### src/rtl/priority_encoder_256bit.sv
// priority_encoder_256bit
// Registered 256-bit MSB-first priority encoder. Produces a one-hot grant of
// the highest set request bit plus a valid flag, one cycle after sampling.
// Built as 16 leaf encoders (16 bits each) feeding a 16-way group encoder.
// Optional feature macro: PE_BINARY_IDX_EN adds an 8-bit registered binary
// index output {group[3:0], leaf[3:0]}.

module priority_encoder_256bit (
    input  logic         clk,
    input  logic         rst,
    input  logic [255:0] in,
    output logic [255:0] out,
`ifdef PE_BINARY_IDX_EN
    output logic [7:0]   idx,
`endif
    output logic         valid
);

    // Per-group leaf results, flattened so each generate instance drives its own slice
    logic [15:0][15:0] leaf_onehot;
    logic [15:0]       group_any;
`ifdef PE_BINARY_IDX_EN
    logic [15:0][3:0]  leaf_idx;
`endif

    // Group-level selection
    logic [15:0]       grp_onehot;
`ifdef PE_BINARY_IDX_EN
    logic [3:0]        grp_idx;
    logic [7:0]        idx_next;
    logic [7:0]        idx_reg;
`endif

    logic [255:0]      out_next;
    logic              valid_next;
    logic [255:0]      out_reg;
    logic              valid_reg;

    genvar gi;
    generate
        for (gi = 0; gi < 16; gi++) begin : g_leaf
            logic [15:0] slice;
            logic [15:0] oh;
`ifdef PE_BINARY_IDX_EN
            logic [3:0]  li;
`endif

            assign slice = in[16*gi +: 16];

            // Leaf encoder: ascending scan so the highest set bit overwrites lower ones
            always_comb begin
                oh = '0;
`ifdef PE_BINARY_IDX_EN
                li = '0;
`endif
                for (int b = 0; b < 16; b++) begin
                    if (slice[b]) begin
                        oh    = '0;
                        oh[b] = 1'b1;
`ifdef PE_BINARY_IDX_EN
                        li    = 4'(b);
`endif
                    end
                end
            end

            assign leaf_onehot[gi] = oh;
            assign group_any[gi]   = |slice;
`ifdef PE_BINARY_IDX_EN
            assign leaf_idx[gi]    = li;
`endif
        end
    endgenerate

    // Group encoder: pick the highest-numbered group that has any request
    always_comb begin
        grp_onehot = '0;
`ifdef PE_BINARY_IDX_EN
        grp_idx    = '0;
`endif
        for (int g = 0; g < 16; g++) begin
            if (group_any[g]) begin
                grp_onehot    = '0;
                grp_onehot[g] = 1'b1;
`ifdef PE_BINARY_IDX_EN
                grp_idx       = 4'(g);
`endif
            end
        end
    end

    // Place the winning leaf's one-hot at its slice; every other slice is zero
    generate
        for (gi = 0; gi < 16; gi++) begin : g_place
            assign out_next[16*gi +: 16] = grp_onehot[gi] ? leaf_onehot[gi] : 16'h0000;
        end
    endgenerate

    assign valid_next = |group_any;

`ifdef PE_BINARY_IDX_EN
    // Binary index is the winning group number concatenated with its leaf index
    assign idx_next = {grp_idx, leaf_idx[grp_idx]};
`endif

    // Output registers: single-cycle latency, synchronous clear on reset
    always_ff @(posedge clk) begin
        if (rst) begin
            out_reg   <= '0;
            valid_reg <= 1'b0;
`ifdef PE_BINARY_IDX_EN
            idx_reg   <= '0;
`endif
        end else begin
            out_reg   <= out_next;
            valid_reg <= valid_next;
`ifdef PE_BINARY_IDX_EN
            idx_reg   <= idx_next;
`endif
        end
    end

    assign out   = out_reg;
    assign valid = valid_reg;
`ifdef PE_BINARY_IDX_EN
    assign idx   = idx_reg;
`endif

endmodule

### config.mk
export PLATFORM = sky130hd
export DESIGN_NAME = priority_encoder_256bit
export DESIGN_NICKNAME = d
export VERILOG_FILES = /design/src/rtl/priority_encoder_256bit.sv
export SDC_FILE = /design/constraint.sdc
export NUM_CORES = 1
export LEC_CHECK = 0
export ABC_AREA = 1
export BUFFER_PORTS_ARGS = -buffer_cell sky130_fd_sc_hd__clkbuf_2
export CORE_AREA = 4 4 199 201
export CTS_BUF_LIST = sky130_fd_sc_hd__clkbuf_2
export DETAILED_ROUTE_END_ITERATION = 8
export DIE_AREA = 0 0 203 205
export GPL_TIMING_DRIVEN = 0
export HOLD_SLACK_MARGIN = 0.12
export PLACE_DENSITY = 0.57
export SYNTH_ARGS = -nofsm -noshare
export SYNTH_HDL_FRONTEND = slang
export SYNTH_SLANG_ARGS = --single-unit
### constraint.sdc
create_clock -name clk -period 1.8 [get_ports clk]
set_input_delay 0.27 -clock clk [delete_from_list [all_inputs] [get_ports clk]]
set_output_delay 0.27 -clock clk [all_outputs]
set_load 0.03 [all_outputs]
# Word level (Yosys, flattened, before mapping)
# Index checks and enable logic that the tools add are counted.
[totals] register_bits=257 inputBits=258 output_inout_bits=257 word_cells=818
[classes] mux=272 bitwise=16 reduce_logical=273
[ops] op="16-bit two-way mux" n=255
[ops] op="16-bit OR reduction" n=32
[ops] op="17-bit OR reduction" n=16
[ops] op="256-bit OR reduction" n=1
[ops] op="15-bit OR reduction" n=16
[ops] op="14-bit OR reduction" n=16
[ops] op="13-bit OR reduction" n=16
[ops] op="12-bit OR reduction" n=16
[ops] op="11-bit OR reduction" n=16
[ops] op="10-bit OR reduction" n=16
[ops] op="9-bit OR reduction" n=16
[ops] op="8-bit OR reduction" n=16
[ops] op="7-bit OR reduction" n=16
[ops] op="6-bit OR reduction" n=16
[ops] op="5-bit OR reduction" n=16
[ops] op="4-bit OR reduction" n=16
[ops] op="3-bit OR reduction" n=16
[ops] op="2-bit OR reduction" n=16
[ops] op="1-bit two-way mux" n=17
[ops] op="1-bit NOT" n=16

# Logic depth before layout (Yosys ltp)
# Gate-level depths: netlist of run 1.
[logic_depth] depth_word=19 depth_mapped=13

# Least setup slack after synthesis of run 1
# Ideal clock, no wire load.
[synth_timing] path_kind="in2reg" from="in in[217]" to="reg out_reg[129] (netlist: out[129])" arrival_ns=1.589 t_required_ns=1.734 slack_ns=0.146 path_stages=11 n_path_buf=0 path_cell_list="nor2_2 nand2_1 nor2_2 nand2_1 nor2_4 nand2_4 nor2_8 nand3_2 nor2_1 nand4_2 nor2_1"
[synth_via] elab_chain_cells=6
[synth_lines] item="start: declaration" line_no="11" rtl="input logic [255:0] in,"
[synth_lines] item="16-bit OR reduction" line_no="68" rtl="assign group_any[gi] = |slice;"
[synth_lines] item="16-bit two-way mux (3 in series)" line_no="82" rtl="if (group_any[g]) begin"
[synth_lines] item="1-bit NOT (no line)"
[synth_lines] item="16-bit OR reduction (no line)"
[synth_lines] item="end signal: assignment" line_no="115" rtl="out_reg <= out_next;"
[synth_lines] item="end: declaration" line_no="36" rtl="logic [255:0] out_reg;"
# No other way between the ends.
# A chain may end at the register's enable or synchronous reset.

# Worst setup path after layout of run 1
[layout_timing] from="in rst" to="reg out_reg[213] (netlist: out[213])"
[layout_via] elab_chain_cells=1
[layout_lines] item="start: declaration" line_no="10" rtl="input logic rst,"
[layout_lines] item="12-bit OR reduction (no line)"
# No other way between the ends.

==> qor.txt, run 1 <==
==========================================================================================
Run status .................................................................. finished with violations
Violations in the final reports ............................................. negative hold slack, negative setup slack
Fin nets ....................................................................         2677
Number of CTS-inserted buffers ..............................................           72
Fraction of the yosys area taken by sequential cells ........................        54.0%
Setup repair after global routing missed its margin .........................         true
Number of stages on the worst hold path .....................................            2
Largest register FFs ........................................................          256
Horizontal extent of the die ................................................       203 um
Number of detailed-routing iterations run before antenna repair .............            5
Internal ....................................................................    0.00838 W
Final instance count without filler cells ...................................         2987
Total negative setup slack ..................................................    -0.870 ns
Pin count of the biggest net entering global routing ........................           10
Number of I/O port buffers ..................................................          514
# setup viols final .........................................................           12
Initial Util ................................................................        25.4%
Drc violations ..............................................................            0
Synth top area share ........................................................        54.0%
Aggregate global-route resource usage .......................................        21.3%
Wire length of the first global-routing pass ................................     69900 um
Slew margin rel. ............................................................        64.7%
Detailed router's first-iteration violation count ...........................          628
Syn avg cell area ...........................................................    7.50 um^2
Dominant cell type by area after synthesis .................................. sky130_fd_sc_hd__dfxtp_1
Arr. time, crit path ........................................................      2.80 ns
Cells after synthesis .......................................................         1270
Total leakage power .........................................................      9.66 nW
Clock network fraction of total power .......................................        37.8%
Cell row count ..............................................................           71
Die H .......................................................................       205 um
TritonCTS clock tree ........................................................        built
Distinct cell type count after synthesis ....................................           22
Seq pwr share ...............................................................        48.6%
Crit path required time .....................................................      2.67 ns
Antenna violations before repair ............................................            5
Classification of the worst setup path ...................................... input pin to flip-flop
Growth of design area from synthesis to finish ..............................         116%
Hold Path Class ............................................................. input pin to flip-flop
Share of power burned in combinational logic ................................        13.6%
Clock net sink count ........................................................          257
Number of pins with negative max-slew slack in the final report .............            0
Routed wirelength normalized by instance count ..............................      16.9 um
Final worst path period need ................................................      1.93 ns
Least-Margin Pin Slew .......................................................     0.525 ns
Hold_ws .....................................................................    -0.436 ns
Clock edge transition at the registers on the reported setup and hold paths .      0.11 ns
Post-DP HPWL ................................................................     31300 um
P_sw ........................................................................    0.00331 W
Critical path fanouts, max ..................................................            6
Max-capacitance violation count .............................................            0
Proportion of total power due to net switching ..............................        28.3%
Nature of the critical path endpoint ........................................    flip-flop
Net count of the mapped netlist .............................................         1528
Count of endpoints failing hold in the final timing report ..................           28
Via density per instance ....................................................         4.49
Maximum clock frequency .....................................................    0.517 GHz
Level count of the clock H-tree .............................................            3
Fraction of final layout cells sized beyond drive strength 1 ................        33.2%
Total detailed-routing wirelength ...........................................     50600 um
Congestion Overflow GR ......................................................            0
Share of the clock period used by the worst path ............................         107%
Via count of the first global-routing pass ..................................        13410
Worst Slack Setup Final .....................................................    -0.133 ns
Top-level port count ........................................................          515
Via Count ...................................................................        13417
VDD IR-drop max .............................................................   0.000432 V
Post-detailed-route count of antenna-violating nets .........................            0
Root Buffer Master .......................................................... sky130_fd_sc_hd__clkbuf_2
Deepest clock path buffer count .............................................            3
Area of the placeable core ..................................................  0.0376 mm^2
Synthesized flop and latch total ............................................          257
Die Footprint ...............................................................  0.0416 mm^2
Final weighted congestion of routability-driven global placement ............        0.927
Post-synth design cell area ................................................. 0.00953 mm^2
Critical path startpoint category ...........................................    input pin
Yosys warning count .........................................................            0
Worst-case setup slack after placement ......................................     -1.13 ns
Total power divided by cell area ............................................  569 mW/mm^2
Largest cells by area after synthesis ....................................... sky130_fd_sc_hd__dfxtp_1, sky130_fd_sc_hd__nor2_1, sky130_fd_sc_hd__inv_1
# placed instances ..........................................................         2295
==========================================================================================
metrics by stage:
step                instance area [um^2]  hold slack [ns]  utilization (%)  total power (W)
finish                             20500           -0.436             54.7           0.0117
global route                       20500           -0.538             54.7           0.0122
CTS                                19100           -0.572             51.0           0.0115
detailed placement                 12700            0.469             33.9          0.00661
global placement                   12700            0.464             33.9          0.00660
floorplan                           9530            0.339                -          0.00613
cells by family after synthesis:
family                 count (synthesis)  synth area share [%]
and+or+nand+nor                      791                  37.2
AOI/OAI and AO/OA                      4                 0.210
buffers and inverters                218                  8.59
DFF                                  257                  54.0
power by group through the flow:
stage / logic (W) / clock network [W] / registers, W
5_1_grt: 0.00171 / 0.00485 / 0.00569
6_report: 0.00159 / 0.00442 / 0.00568
3_3_place_gp: 0.000776 / 0 / 0.00582
4_1_cts: 0.00131 / 0.00447 / 0.00569
3_5_place_dp: 0.000789 / 0 / 0.00582
2_1_floorplan: 0.000301 / 0 / 0.00583
Yosys cell counts, drive strengths merged:
master,instances
a21oi,4
nor3,64
nor3b,5
nor4,8
nand2,189
and3,1
nand3,74
inv,218
dfxtp,257
nor2,401
nand3b,8
nand4,41
path summary, 6_finish.rpt:
path	from	to
worst min-delay path	in[92]	out[91]
worst max-delay path	rst	out[213]
worst max-delay path, stage by stage:
cell and delay, ns:
sky130_fd_sc_hd__clkbuf_2 0.09, sky130_fd_sc_hd__dlygate4sd3_1 0.61, sky130_fd_sc_hd__nor2_4 0.16, sky130_fd_sc_hd__nand2_1 0.17, sky130_fd_sc_hd__inv_4 0.18, sky130_fd_sc_hd__nand4_1 0.18, sky130_fd_sc_hd__nor2_4 0.20, sky130_fd_sc_hd__nand3_1 0.16
sky130_fd_sc_hd__nor2_1 0.20, sky130_fd_sc_hd__dlygate4sd3_1 0.58
layout by cell type, fill, tap and decap left out, drive strengths merged:
cell	count
nand3b	8
nand3	74
nor3	64
a21oi	4
bufinv	2
nor2	401
inv	219
clkbuf	528
nand2	189
clkinv	19
dfxtp	257
buf	102
nand4	41
diode	6
and3	1
nor4	8
nor3b	5
dlygate4sd3	548
repair_timing:
action | CTS | global route
resized for setup | 332 | 233
hold buffers | 455 | 107
endpoints found under the hold margin | 257 | 123
setup endpoints to repair | 162 | 287
setup buffers | 1 | 12
pin swaps | 1 | 14
per-layer routing:
| layer | GRT usage [%] | part of all wire, % | vias up |
|---|---|---|---|
| li1 | - | - | 6261 |
| met1 | 21.6 | 35 | 6261 |
| met2 | 39.1 | 51 | 706 |
| met3 | 7.01 | 8.3 | 185 |
| met4 | 11.1 | 5.3 | 4 |
| met5 | 0 | 0.053 | - |
final cells by class:
class / instances / area, um^2
Multi-Input combinational cell: 795 / 3760
Sequential cell: 257 / 5270
Inverter: 218 / 821
Antenna cell: 6 / 15.0
Clock inverter: 22 / 141
Timing Repair Buffer: 1075 / 9390
Fill cell: 3154 / 17000
Clock buffer: 103 / 515
Tap cell: 511 / 639
Power figures use the tool's default switching activity.
==> run 2, diff against run 1 <==
--- a/config.mk
+++ b/config.mk
@@ -14,6 +14,7 @@
 export GPL_TIMING_DRIVEN = 0
 export HOLD_SLACK_MARGIN = 0.12
 export PLACE_DENSITY = 0.57
+export SKIP_CTS_REPAIR_TIMING = 1
 export SYNTH_ARGS = -nofsm -noshare
 export SYNTH_HDL_FRONTEND = slang
 export SYNTH_SLANG_ARGS = --single-unit
==> qor.txt, run 2 <==
====================================================================================
Yosys warning count ...................................................            0   unchanged
Net count of the mapped netlist .......................................         1528   unchanged
Syn avg cell area .....................................................    7.50 um^2   unchanged
Placement-stage cell area .............................................  0.0127 mm^2   unchanged
Final worst endpoint reported by repair_timing after global routing ...     out[144]
Horizontal extent of the die ..........................................       203 um   unchanged
Distinct cell type count after synthesis ..............................           22   unchanged
Level count of the clock H-tree .......................................            3   unchanged
Pin count of the biggest net entering global routing ..................           10
# placed instances ....................................................         2295   unchanged
Synth top area share ..................................................        54.0%   unchanged
Cell row count ........................................................           71   unchanged
Die H .................................................................       205 um   unchanged
Tool error ............................................................ [ERROR RSZ-0060] Max buffer count reached.
Top-level port count ..................................................          515   unchanged
Top flip-flop cell by instance count after synthesis .................. sky130_fd_sc_hd__dfxtp_1
Deepest clock path buffer count .......................................            3   unchanged
Synthesized flop and latch total ......................................          257   unchanged
Worst endpoint type ...................................................  output port
Largest cells by area after synthesis ................................. sky130_fd_sc_hd__dfxtp_1, sky130_fd_sc_hd__nor2_1, sky130_fd_sc_hd__inv_1
Halt Stage ............................................................ global routing
Final weighted congestion of routability-driven global placement ......        0.927   unchanged
Commonest cells in the netlist ........................................ sky130_fd_sc_hd__nor2_1, sky130_fd_sc_hd__dfxtp_1, sky130_fd_sc_hd__inv_1, sky130_fd_sc_hd__nand2_1, sky130_fd_sc_hd__nand3_1
Post-synth EDFFs ......................................................            0   unchanged
Root Buffer Master .................................................... sky130_fd_sc_hd__clkbuf_2
Post-synth design cell area ........................................... 0.00953 mm^2   unchanged
Fraction of the yosys area taken by sequential cells ..................        54.0%   unchanged
Run status ............................................................ stopped before the end
Dominant cell type by area after synthesis ............................ sky130_fd_sc_hd__dfxtp_1
Clock net sink count ..................................................          257   unchanged
Number of CTS-inserted buffers ........................................           72   unchanged
Cells after synthesis .................................................         1270   unchanged
Most frequent cell after synthesis .................................... sky130_fd_sc_hd__nor2_1
Initial Util ..........................................................        25.4%   unchanged
Post-DP HPWL ..........................................................     31300 um   unchanged
Share of flip-flops with an asynchronous set or reset after synthesis .           0%   unchanged
Number of I/O port buffers ............................................          514   unchanged
====================================================================================
run 2: cell counts after synthesis:
No cell type changed its count.
run 2: stage by stage:
| step | utilization, % | worst slack [ns] | TNS, ns |
|---|---|---|---|
| 4_1_cts | 35.6 | -0.127 | -6.25 |
| 3_5_place_dp | 33.9 | -1.13 | -117.89 |
| 3_3_place_gp | 33.9 | -1.09 | -112.52 |
| 2_1_floorplan | - | 0.146 | 0 |
run 2: cell families after synthesis:
kind of cell / count (synthesis) / synth area share, %
simple gates: 791 / 37.2
compound gates: 4 / 0.210
flops: 257 / 54.0
buf+inv: 218 / 8.59
==> run 3, diff against run 2 <==
--- a/config.mk
+++ b/config.mk
@@ -7,13 +7,11 @@
 export LEC_CHECK = 0
 export ABC_AREA = 1
 export BUFFER_PORTS_ARGS = -buffer_cell sky130_fd_sc_hd__clkbuf_2
-export CORE_AREA = 4 4 199 201
-export CTS_BUF_LIST = sky130_fd_sc_hd__clkbuf_2
+export CORE_AREA = 4 4 201 203
 export DETAILED_ROUTE_END_ITERATION = 8
-export DIE_AREA = 0 0 203 205
+export DIE_AREA = 0 0 205 207
 export GPL_TIMING_DRIVEN = 0
-export HOLD_SLACK_MARGIN = 0.12
-export PLACE_DENSITY = 0.57
+export PLACE_DENSITY_LB_ADDON = 0.15
 export SKIP_CTS_REPAIR_TIMING = 1
 export SYNTH_ARGS = -nofsm -noshare
 export SYNTH_HDL_FRONTEND = slang
==> qor.txt, run 3 (synthesis gave the netlist of run 1 again) <==
==========================================================================================
Drc violations ..............................................................            0
Most Frequent Cell on Critical Path ......................................... sky130_fd_sc_hd__nor2_4
Number of I/O port buffers ..................................................          514   unchanged
Final instance count without filler cells ...................................         2648
Beginning of the worst hold path ............................................      in[179]
Least-Margin Pin Slew .......................................................     0.609 ns
Pin count of the biggest net entering global routing ........................           15
Number of pins with negative max-slew slack in the final report .............            0
Hold_ws .....................................................................   -0.0152 ns
Congestion Overflow GR ......................................................            0
Max-capacitance violation count .............................................            0
Deepest clock path buffer count .............................................            3   unchanged
Total power divided by cell area ............................................  778 mW/mm^2
TritonCTS clock tree ........................................................        built
Die H .......................................................................       207 um   +0.98%
Total detailed-routing wirelength ...........................................     41300 um
Root Buffer Master .......................................................... sky130_fd_sc_hd__clkbuf_16
Die Footprint ...............................................................  0.0424 mm^2
Number of buffers and inverters on the critical path ........................            2
Crit path required time .....................................................      2.27 ns
VDD IR-drop max .............................................................   0.000697 V
Via Count ...................................................................        11136
Via count of the first global-routing pass ..................................         9769
Nature of the critical path endpoint ........................................    flip-flop
Final weighted congestion of routability-driven global placement ............        0.855   -7.8%
Final worst path period need ................................................      1.71 ns
Maximum clock frequency .....................................................    0.584 GHz
Final antenna diode count ...................................................            0
Hold Path Class ............................................................. input pin to flip-flop
Largest register FFs ........................................................          256
Growth of design area from synthesis to finish ..............................        76.7%
Aggregate global-route resource usage .......................................        16.8%
Initial Util ................................................................        24.8%   -0.59 points
Worst Slack Setup Final .....................................................    0.0869 ns
Critical path's largest stage delay .........................................      0.20 ns
Share of the clock period used by the worst path ............................        95.2%
Clock net sink count ........................................................          257   unchanged
Run status .................................................................. finished with violations
Count of endpoints failing hold in the final timing report ..................            6
Routed wirelength normalized by instance count ..............................      15.6 um
Clock edge transition at the registers on the reported setup and hold paths .      0.06 ns
Post-DP HPWL ................................................................     32100 um   +2.8%
Slew margin rel. ............................................................        59.0%
# setup viols final .........................................................            0
Violations in the final reports ............................................. negative hold slack
Critical path fanouts, max ..................................................            5
Antenna violations before repair ............................................            0
Total negative setup slack ..................................................         0 ns
Classification of the worst setup path ...................................... input pin to flip-flop
Highest-delay cell along the critical path .................................. sky130_fd_sc_hd__nor2_4
Area of the placeable core ..................................................  0.0385 mm^2
Wire length of the first global-routing pass ................................     56100 um
Fraction of final layout cells sized beyond drive strength 1 ................        30.6%
Critical path startpoint category ...........................................    input pin
Top-level port count ........................................................          515   unchanged
Total leakage power .........................................................      8.17 nW
Level count of the clock H-tree .............................................            1   -2
Via density per instance ....................................................         4.21
Post-detailed-route count of antenna-violating nets .........................            0
Detailed router's first-iteration violation count ...........................          457
Horizontal extent of the die ................................................       205 um   +0.99%
Most frequent cells in the layout ........................................... sky130_fd_sc_hd__clkbuf_2, sky130_fd_sc_hd__nor2_1, sky130_fd_sc_hd__dlygate4sd3_1
Most common library cell in the layout ignoring fill and taps ............... sky130_fd_sc_hd__clkbuf_2
Number of CTS-inserted buffers ..............................................           30   -58%
Worst-case setup slack after placement ......................................     -1.03 ns   +0.0955 ns
# placed instances ..........................................................         2302   +0.31%
Arr. time, crit path ........................................................      2.18 ns
Cells along the critical path ............................................... clkbuf_2 > nor2_4 > nand2_1 > nor2_2 > nand2_2 > nor2_4 > nand2_4 > buf_12 > nor2_4 > nand3_2 > nor2_2 > nand2_1 > nor3_1
Cell row count ..............................................................           72   +1.4%
CP top delay family ......................................................... simple AND/OR/NAND/NOR gates
Fin nets ....................................................................         2365
First element of the critical path ..........................................      in[218]
Number of detailed-routing iterations run before antenna repair .............            5
==========================================================================================
[run 3: final timing paths]
| path | to | slack (ns) | depth (start not counted) |
|---|---|---|---|
| setup / recovery | out[67] | 0.09 | 13 |
| hold / removal | out[179] | -0.02 | 3 |
[run 3: stage by stage]
step	cell area [um^2]	total power, W	utilization, %
floorplan	9530	0.00613	-
global placement	12700	0.00660	33.1
detailed placement	12700	0.00660	33.1
CTS	13700	0.0128	35.7
global route	16800	0.0137	43.8
finish	16800	0.0131	43.8
[run 3: power breakdown]
part           internal [W]  switching [W]  total (W)
Clock               0.00365        0.00246    0.00611
Combinational      0.000709       0.000584    0.00129
Sequential          0.00569     0.00000113    0.00569
[run 3: routing by layer]
metal / up-vias / track usage [%] / wire [um]
li1: 5596 / - / -
met1: 5115 / 18.7 / 15900
met2: 358 / 30.4 / 20800
met3: 67 / 6.02 / 3490
met4: 0 / 4.50 / 1070
met5: - / 0 / 0
[run 3: cell type report]
| type | instances | area [um^2] |
|---|---|---|
| Clock inverter | 8 | 68.8 |
| Tap cell | 518 | 648 |
| Sequential cell | 257 | 5140 |
| Clock buffer | 47 | 926 |
| Fill cell | 3958 | 21600 |
| Multi-Input combinational cell | 795 | 3730 |
| Timing Repair Buffer | 805 | 5490 |
| Inverter | 218 | 821 |
[run 3: tightest hold or removal path, cell delays in order]
cell and delay [ns]:
sky130_fd_sc_hd__clkbuf_2 0.10, sky130_fd_sc_hd__nand2_1 0.07, sky130_fd_sc_hd__nor2_1 0.05
==> run 4, diff against run 3 <==
--- a/config.mk
+++ b/config.mk
@@ -11,7 +11,7 @@
 export DETAILED_ROUTE_END_ITERATION = 8
 export DIE_AREA = 0 0 205 207
 export GPL_TIMING_DRIVEN = 0
-export PLACE_DENSITY_LB_ADDON = 0.15
+export PLACE_DENSITY = 0.59
 export SKIP_CTS_REPAIR_TIMING = 1
 export SYNTH_ARGS = -nofsm -noshare
 export SYNTH_HDL_FRONTEND = slang
==> qor.txt, run 4 (synthesis gave the netlist of run 1 again) <==
==========================================================================================
Deepest clock path buffer count .............................................            3   unchanged
Pin count of the biggest net entering global routing ........................           14   -1
Post-DP HPWL ................................................................     31300 um   -2.7%
Critical path's largest stage delay .........................................      0.25 ns   +0.05 ns
Number of I/O port buffers ..................................................          514   unchanged
VDD IR-drop max .............................................................   0.000599 V   -14%
Total detailed-routing wirelength ...........................................     39800 um   -3.6%
Number of pins with negative max-slew slack in the final report .............            0   unchanged
Cells along the critical path ............................................... clkbuf_2 > nor2_1 > nand2_1 > nor2_2 > nand2_4 > nor2_2 > nand2_4 > nor2_8 > nand3_4 > nor2_4 > nand4_1 > nor2_1
Critical path fanouts, max ..................................................            8   +3
Largest register FFs ........................................................          256   unchanged
Most common library cell in the layout ignoring fill and taps ............... sky130_fd_sc_hd__clkbuf_2
Classification of the worst setup path ...................................... input pin to flip-flop
Detailed router's first-iteration violation count ...........................          436   -4.6%
Die Footprint ...............................................................  0.0424 mm^2   unchanged
Cell row count ..............................................................           72   unchanged
Growth of design area from synthesis to finish ..............................        66.8%
Crit path required time .....................................................      2.26 ns   about the same
Seq pwr share ...............................................................        45.6%   +2.1 points
Number of detailed-routing iterations run before antenna repair .............            5   unchanged
Via count of the first global-routing pass ..................................         9895   +1.3%
Antenna violations before repair ............................................            0   unchanged
Clock edge transition at the registers on the reported setup and hold paths .      0.06 ns   about the same
Number of buffers and inverters on the critical path ........................            1   -1
Final weighted congestion of routability-driven global placement ............        0.923   +7.9%
Slew margin rel. ............................................................        61.5%   +2.5 points
Critical path startpoint category ...........................................    input pin
CP top delay family ......................................................... simple AND/OR/NAND/NOR gates
Final worst path period need ................................................      1.71 ns   -0.00479 ns
Congestion Overflow GR ......................................................            0   unchanged
Number of CTS-inserted buffers ..............................................           29   -3.3%
# setup viols final .........................................................            0   unchanged
Aggregate global-route resource usage .......................................        16.3%   -0.49 points
Final instance area .........................................................  0.0159 mm^2   -5.6%
Root Buffer Master .......................................................... sky130_fd_sc_hd__clkbuf_16
Max-capacitance violation count .............................................            0   unchanged
Share of the clock period used by the worst path ............................        94.9%   -0.27 points
Drc violations ..............................................................            0   unchanged
Clock net sink count ........................................................          257   unchanged
Nature of the critical path endpoint ........................................    flip-flop
Violations in the final reports ............................................. negative hold slack
Die H .......................................................................       207 um   unchanged
Area of the placeable core ..................................................  0.0385 mm^2   unchanged
Arr. time, crit path ........................................................      2.17 ns   about the same
Via Count ...................................................................        10883   -2.3%
Fraction of final layout cells sized beyond drive strength 1 ................        32.7%   +2.1 points
Wire length of the first global-routing pass ................................     54900 um   -2.2%
Routed wirelength normalized by instance count ..............................      15.6 um   about the same
Level count of the clock H-tree .............................................            1   unchanged
Hold_ws .....................................................................   -0.0199 ns   -0.00474 ns
Placement-stage cell area ...................................................  0.0127 mm^2   unchanged
Proportion of total power due to net switching ..............................        23.4%   +0.12 points
Via density per instance ....................................................         4.27   +1.5%
Clock network fraction of total power .......................................        45.1%   -1.6 points
Horizontal extent of the die ................................................       205 um   unchanged
Fin nets ....................................................................         2268   -4.1%
Most frequent cells in the layout ........................................... sky130_fd_sc_hd__clkbuf_2, sky130_fd_sc_hd__nor2_1, sky130_fd_sc_hd__dfxtp_1
Total power divided by cell area ............................................  785 mW/mm^2   +0.92%
P_sw ........................................................................    0.00292 W   -4.3%
Total leakage power .........................................................      7.80 nW   -4.6%
TritonCTS clock tree ........................................................        built
Maximum clock frequency .....................................................    0.585 GHz   +0.28%
Highest-delay cell along the critical path .................................. sky130_fd_sc_hd__nor2_8
Top-level port count ........................................................          515   unchanged
Hold Path Class ............................................................. input pin to flip-flop
Initial Util ................................................................        24.8%   unchanged
Count of endpoints failing hold in the final timing report ..................           17   +11
Least-Margin Pin Slew .......................................................     0.571 ns   -0.0375 ns
Final antenna diode count ...................................................            0   unchanged
Run status .................................................................. finished with violations
Share of power burned in combinational logic ................................         9.3%   -0.6 points
Post-detailed-route count of antenna-violating nets .........................            0   unchanged
Internal ....................................................................    0.00956 W   -4.9%
==========================================================================================
-- run 4: changes by cell type in the layout (fill, tap and decap cells not counted), moves of 4 or more --
cell                            change
sky130_fd_sc_hd__nor2_4             +8
sky130_fd_sc_hd__nand3_2            -4
sky130_fd_sc_hd__nand2_1            -4
sky130_fd_sc_hd__nor2_1             -8
sky130_fd_sc_hd__dlygate4sd3_1     -99
-- run 4: cell type report --
cell class,instances,area (um^2)
inverters,218,825
multi-input cells,795,3830
well taps,518,648
flip-flops and latches,257,5140
clock inverters,8,48.8
fillers,3878,22600
clock buffers,45,866
repair buffers,709,4520
-- run 4: path summary, 6_finish.rpt --
path	endpoint	depth (start not counted)	start	slack, ns
hold / removal	out[101]	3	in[101]	-0.02
setup / recovery	out[50]	12	in[249]	0.09
-- run 4: power groups by stage --
stage                     combinational [W]  clock, W  sequential [W]
after floorplan                    0.000301         0         0.00583
after global placement             0.000783         0         0.00582
after detailed placement           0.000795         0         0.00582
after CTS                          0.000800   0.00577         0.00569
after global routing                0.00128   0.00601         0.00569
final                               0.00116   0.00562         0.00569
-- run 4: stage by stage --
step	worst slack (ns)	cells	utilization, %	setup TNS (ns)	power, W
after floorplan	0.146	1270	-	0	0.00613
after global placement	-1.16	2302	33.1	-116.41	0.00660
after detailed placement	-1.14	2302	33.1	-120.23	0.00661
after CTS	-0.562	2355	35.5	-14.19	0.0123
after global routing	-0.0227	2550	41.3	-0.0843	0.0130
final	0.0917	2550	41.3	0	0.0125
-- run 4: routing by layer --
metal,vias to the layer above,global-route usage (%),wire [um]
met1,4967,18.8,15400
met2,435,28.4,19500
met5,-,0,0
li1,5389,-,-
met3,92,4.55,3290
met4,0,6.84,1510
